**src/rtl/ao_ini_seq.sv**
```systemverilog
// Initialization sequencer: copies one configuration word per channel from the
// config RAM into each channel register, verifies the readback, and retries.
module ao_ini_seq #(
  parameter int CH_NUM = 8,
  parameter int ADDR_W = 4,
  parameter int TO_CYC = 1000,
  parameter int RETRY  = 2
) (
  input  logic              clk,
  input  logic              rst_n,
  input  logic              i_ini_start,
  output logic              o_ini_done,
  output logic              o_ini_fail,
  output logic              o_busy,
  output logic [ADDR_W-1:0] om_cfg_raddr,
  output logic              o_cfg_rd,
  input  logic [15:0]       im_cfg_rdata,
  output logic [ADDR_W-1:0] om_ch_sel,
  output logic [15:0]       om_ch_wdata,
  output logic              o_ch_wr_req,
  input  logic              i_ch_wr_ack,
  input  logic [15:0]       im_ch_rback,
  output logic [ADDR_W-1:0] om_fail_ch,
  output logic [1:0]        om_fail_code,
  output logic [3:0]        o_dbg_state
);

  typedef enum logic [3:0] {
    S_IDLE, S_RD, S_WAIT, S_WR, S_CHK, S_RETRY_CHK, S_NEXT, S_DONE, S_FAIL
  } state_t;

  localparam logic [ADDR_W-1:0] LAST_IDX  = ADDR_W'(CH_NUM - 1);
  localparam logic [15:0]       TO_LAST   = 16'(TO_CYC - 1);
  localparam logic [7:0]        RETRY_MAX = 8'(RETRY);

  localparam logic [1:0] CODE_NONE    = 2'b00;
  localparam logic [1:0] CODE_TIMEOUT = 2'b01;
  localparam logic [1:0] CODE_MISMAT  = 2'b10;

  state_t              state_q, state_d;
  logic [ADDR_W-1:0]   idx_q, idx_d;
  logic [7:0]          retry_q, retry_d;
  logic [15:0]         to_q, to_d;
  logic [1:0]          code_q, code_d;
  logic [15:0]         rback_q, rback_d;
  logic [15:0]         wdata_q, wdata_d;
  logic [ADDR_W-1:0]   sel_q, sel_d;
  logic [ADDR_W-1:0]   fail_ch_q, fail_ch_d;
  logic [1:0]          fail_code_q, fail_code_d;
  logic                rd_q, req_q, done_q, fail_q, busy_q;

  // Write handshake: o_ch_wr_req is a level held for every WR cycle; the
  // transfer completes in the first cycle where req and i_ch_wr_ack are both
  // high, and im_ch_rback is captured in that same cycle. Ack is ignored when
  // req is low; ack on the last timeout cycle still completes the transfer.
  always_comb begin
    state_d     = state_q;
    idx_d       = idx_q;
    retry_d     = retry_q;
    to_d        = to_q;
    code_d      = code_q;
    rback_d     = rback_q;
    wdata_d     = wdata_q;
    sel_d       = sel_q;
    fail_ch_d   = fail_ch_q;
    fail_code_d = fail_code_q;
    case (state_q)
      S_IDLE: begin
        if (i_ini_start) begin
          idx_d       = '0;
          retry_d     = '0;
          code_d      = CODE_NONE;
          fail_ch_d   = '0;
          fail_code_d = CODE_NONE;
          state_d     = S_RD;
        end
      end
      S_RD:   state_d = S_WAIT;
      S_WAIT: begin
        wdata_d = im_cfg_rdata;
        sel_d   = idx_q;
        to_d    = '0;
        state_d = S_WR;
      end
      S_WR: begin
        if (i_ch_wr_ack) begin
          rback_d = im_ch_rback;
          state_d = S_CHK;
        end else if (to_q == TO_LAST) begin
          code_d  = CODE_TIMEOUT;
          state_d = S_RETRY_CHK;
        end else begin
          to_d = to_q + 16'd1;
        end
      end
      S_CHK: begin
        if (rback_q == wdata_q) begin
          state_d = S_NEXT;
        end else begin
          code_d  = CODE_MISMAT;
          state_d = S_RETRY_CHK;
        end
      end
      S_RETRY_CHK: begin
        if (retry_q < RETRY_MAX) begin
          retry_d = retry_q + 8'd1;
          state_d = S_RD;
        end else begin
          // Failure report is loaded on entry so it is visible with the pulse.
          fail_ch_d   = idx_q;
          fail_code_d = code_q;
          state_d     = S_FAIL;
        end
      end
      S_NEXT: begin
        retry_d = '0;
        code_d  = CODE_NONE;
        if (idx_q == LAST_IDX) begin
          state_d = S_DONE;
        end else begin
          idx_d   = idx_q + ADDR_W'(1);
          state_d = S_RD;
        end
      end
      S_DONE:  state_d = S_IDLE;
      S_FAIL:  state_d = S_IDLE;
      default: state_d = S_IDLE;
    endcase
  end

  // Strobes are registered from the next state so they line up with the state.
  always_ff @(posedge clk or negedge rst_n) begin
    if (!rst_n) begin
      state_q     <= S_IDLE;
      idx_q       <= '0;
      retry_q     <= '0;
      to_q        <= '0;
      code_q      <= CODE_NONE;
      rback_q     <= '0;
      wdata_q     <= '0;
      sel_q       <= '0;
      fail_ch_q   <= '0;
      fail_code_q <= CODE_NONE;
      rd_q        <= 1'b0;
      req_q       <= 1'b0;
      done_q      <= 1'b0;
      fail_q      <= 1'b0;
      busy_q      <= 1'b0;
    end else begin
      state_q     <= state_d;
      idx_q       <= idx_d;
      retry_q     <= retry_d;
      to_q        <= to_d;
      code_q      <= code_d;
      rback_q     <= rback_d;
      wdata_q     <= wdata_d;
      sel_q       <= sel_d;
      fail_ch_q   <= fail_ch_d;
      fail_code_q <= fail_code_d;
      rd_q        <= (state_d == S_RD);
      req_q       <= (state_d == S_WR);
      done_q      <= (state_d == S_DONE);
      fail_q      <= (state_d == S_FAIL);
      busy_q      <= (state_d != S_IDLE);
    end
  end

  assign o_ini_done   = done_q;
  assign o_ini_fail   = fail_q;
  assign o_busy       = busy_q;
  assign om_cfg_raddr = idx_q;
  assign o_cfg_rd     = rd_q;
  assign om_ch_sel    = sel_q;
  assign om_ch_wdata  = wdata_q;
  assign o_ch_wr_req  = req_q;
  assign om_fail_ch   = fail_ch_q;
  assign om_fail_code = fail_code_q;
  assign o_dbg_state  = state_q;

endmodule

```
**config.mk**
```make
export PLATFORM = sky130hd
export DESIGN_NAME = ao_ini_seq
export DESIGN_NICKNAME = d
export VERILOG_FILES = /design/src/rtl/ao_ini_seq.sv
export SDC_FILE = /design/constraint.sdc
export NUM_CORES = 1
export LEC_CHECK = 0
export CORE_MARGIN = 5
export CORE_UTILIZATION = 50
export DETAILED_ROUTE_END_ITERATION = 7
export PLACE_DENSITY_LB_ADDON = 0.25
export SETUP_SLACK_MARGIN = 0.3
export SLEW_MARGIN = 20
export SYNTH_ARGS = -nofsm -noshare
export SYNTH_HDL_FRONTEND = slang
export SYNTH_SLANG_ARGS = --single-unit
```
**constraint.sdc**
```tcl
create_clock -name clk -period 6.7 [get_ports clk]
set_input_delay 1.34 -clock clk [delete_from_list [all_inputs] [get_ports clk]]
set_output_delay 1.34 -clock clk [all_outputs]
set_load 0.03 [all_outputs]
```
==> metrics.cfg <==
[status]
outcome=finished clean

[logic_synthesis]
netlist_area_mm2=0.00378
syn_avg_cell_area_um2=11.4
yosysSeqAreaShare_pct=53.6
synth_fp_nets=371
synth_warnings=0
synth.ff_latch_count=81
netlist_top_cells_area=dfrtp_1, mux2_2, xor2_1, nand2_1, o21ai_0
synth_cell_type_count=47
synthCells=332
yosysTopAreaCell=dfrtp_1
yosysTopAreaCellShare_pct=53.6

[clocking]
cts_tree=built
clock-sinks=81
cts-root-buf=clkbuf_8
ctsResizeCount=0
ctsHtreeMaxLevel=3
cts_buffers=9
hold_buffers=0
clock_tree.buffer_depth=2
clk_latency_ns=0.35
clk_pin_slew_ns=0.09
post_cts_buffers=0

[setup_path]
required_ns=5.36
crit_slowest_cell=clkdlybuf4s50_1
reg2reg_to=to_q[15]
r2r-start=o_dbg_state[2]
crit_path_start_kind=register
cp_cell_sequence=clkdlybuf4s50_1
crit_family=buffers and inverters
r2r_slack_ns=4.22
arrival_ns=1.84
cpPeakStageDelay_ns=0.78
crit_type=reg -> out
reg2regPathDepth=7
cp-end-kind=output port
cp_num_buf_inv=1
cp_max_fo=20

[timing]
worstMarginPinSlew_ns=0.718
rsz0062_at_grt=false
relSlewSlack_pct=52.0
fin_tns_setup_ns=0
layout_min_cycle_time_ns=3.18
final-setup-viol-count=0
finalHoldViolCount=0
period_share_pct=47.4
max_freq_ghz=0.315
clock_skew_ns=0.00842
slew_viol_final=0

[cells_and_area]
num-nets-final=445
seq_area_mm2=0.00203
multiInputGateArea_mm2=0.00167
drive_above_1_share_pct=15.8
antenna_cells=0
final_cell_mix=dfrtp_1, clkdlybuf4s50_1, mux2_2, nand2_1, xor2_1
finish.utilization_pct=66.1
fillers=595
syn2layout_area_growth_pct=27.6
stdcell_area_mm2=0.00482
final_common_cell=dfrtp_1

[worst_hold_path]
worstHoldStart=om_fail_ch[1]
min_path_cells=2
hold_end=om_fail_ch[1]
hold_class=reg -> reg

[job]
cap_violations=0

[detailed_routing]
antenna_left=0
routedWlPerCell_um=16.0
drc=0
drtPass1Iterations=4
drt-initial-drc-count=101
vias=2794
via_per_inst=5.48
drt-total-wl_um=8160

[global_routing]
grt_pass1_wl_um=13600
grt_usage_pct=17.7
gr-total-overflow=0
antenna_found_initial=0
grt_max_degree=82
grt_pass1_vias=2817

[placed_design]
place_area_mm2=0.00460
portBuffers=74
gp_congestion=0.817
hpwl_um=5730

[floorplanning]
dieHeight_um=96.9
dieArea_mm2=0.00940
core.rowCount=31
ios=75
start_util_pct=51.8
coreArea_mm2=0.00729
chipWidth_um=96.9

[power]
peakVddDrop_mv=0.250
leakagePower_nw=2.06
power_density_mw_per_mm2=431
power_mw=2.08

[area by class of cell]
class	count	area share, %
clock buffer	12	3.42
clock inverter	4	1.04
inverter	8	0.623
multi-input combinational	230	34.6
sequential	81	42.0
tap	99	2.57
timing repair buffer	76	15.7
[metal layers]
metal / wire [um] / share of wire [%] / up-vias / global-route usage [%]
met2: 3920 / 48 / 84 / 27.5
met1: 3610 / 44 / 1366 / 22.7
met3: 503 / 6.2 / 11 / 5.90
met5: 0 / 0 / - / 0
met4: 122 / 1.5 / 0 / 6.80
li1: - / - / 1333 / -
[synthesized netlist by cell type (all sizes together)]
cell type / count
or4: 3
nor3b: 4
a41o: 1
o22ai: 1
or3: 9
o21ai: 18
inv: 8
a21boi: 2
a221oi: 1
a21oi: 15
nand2: 27
and2: 7
mux2: 38
buf: 5
o2bb2ai: 1
a31oi: 1
o31ai: 3
nand3: 7
and3: 7
a22o: 3
and3b: 1
and4: 1
o2111ai: 1
a211oi: 1
nor3: 4
mux2i: 2
nor4: 8
o21bai: 2
a32o: 1
ha: 3
xor2: 22
dfrtp: 81
nand2b: 1
clkbuf: 8
xnor2: 1
or2: 1
nor4bb: 2
nand4: 11
nor2b: 6
nor2: 14
[power by group]
part | internal [mW] | switching (mW)
clock network | 0.202 | 0.175
registers | 0.642 | 0.158
logic | 0.421 | 0.481
total | 1.27 | 0.814
[sequential cells by signal (all words and copies together) (netlist names), 2 cells and up]
name          flops
om_ch_sel         4
om_ch_wdata      16
o_dbg_state       4
rback_q          16
om_cfg_raddr      4
om_fail_code      2
retry_q           8
code_q            2
to_q             16
om_fail_ch        4
[kinds of logic (layout without fill, tap and decap cells)]
| group | count (synthesis) | in the layout | synth area share (%) |
|---|---|---|---|
| and+or+nand+nor | 113 | 113 | 17.3 |
| DFF | 81 | 81 | 53.6 |
| AOI/OAI and AO/OA | 51 | 51 | 8.67 |
| muxes | 40 | 40 | 11.9 |
| xor gates and xnor gates | 23 | 23 | 5.33 |
| buffers and inverters | 21 | 100 | 2.18 |
| adders and majority gates | 3 | 3 | 0.993 |
[worst max-delay path by stage]
stage | start | to | slack, ns | cells past startpoint
floorplan | i_ch_wr_ack | to_q[15] | 3.93 | 6
global placement | i_ch_wr_ack | to_q[15] | 3.28 | 7
detailed placement | i_ch_wr_ack | to_q[15] | 3.20 | 7
CTS | o_dbg_state[3] | o_dbg_state[3] | 3.52 | 1
global route | i_ch_wr_ack | to_q[15] | 3.35 | 7
finish | o_dbg_state[2] | o_dbg_state[2] | 3.52 | 1
[stage by stage]
stage	hold slack, ns	std cells	setup WS (ns)
3_5_place_dp	0.469	494	3.20
2_1_floorplan	0.445	332	3.93
3_3_place_gp	0.461	494	3.28
4_1_cts	0.488	510	3.52
5_1_grt	0.517	510	3.35
6_report	0.486	510	3.52
Power figures use the tool's default switching activity.
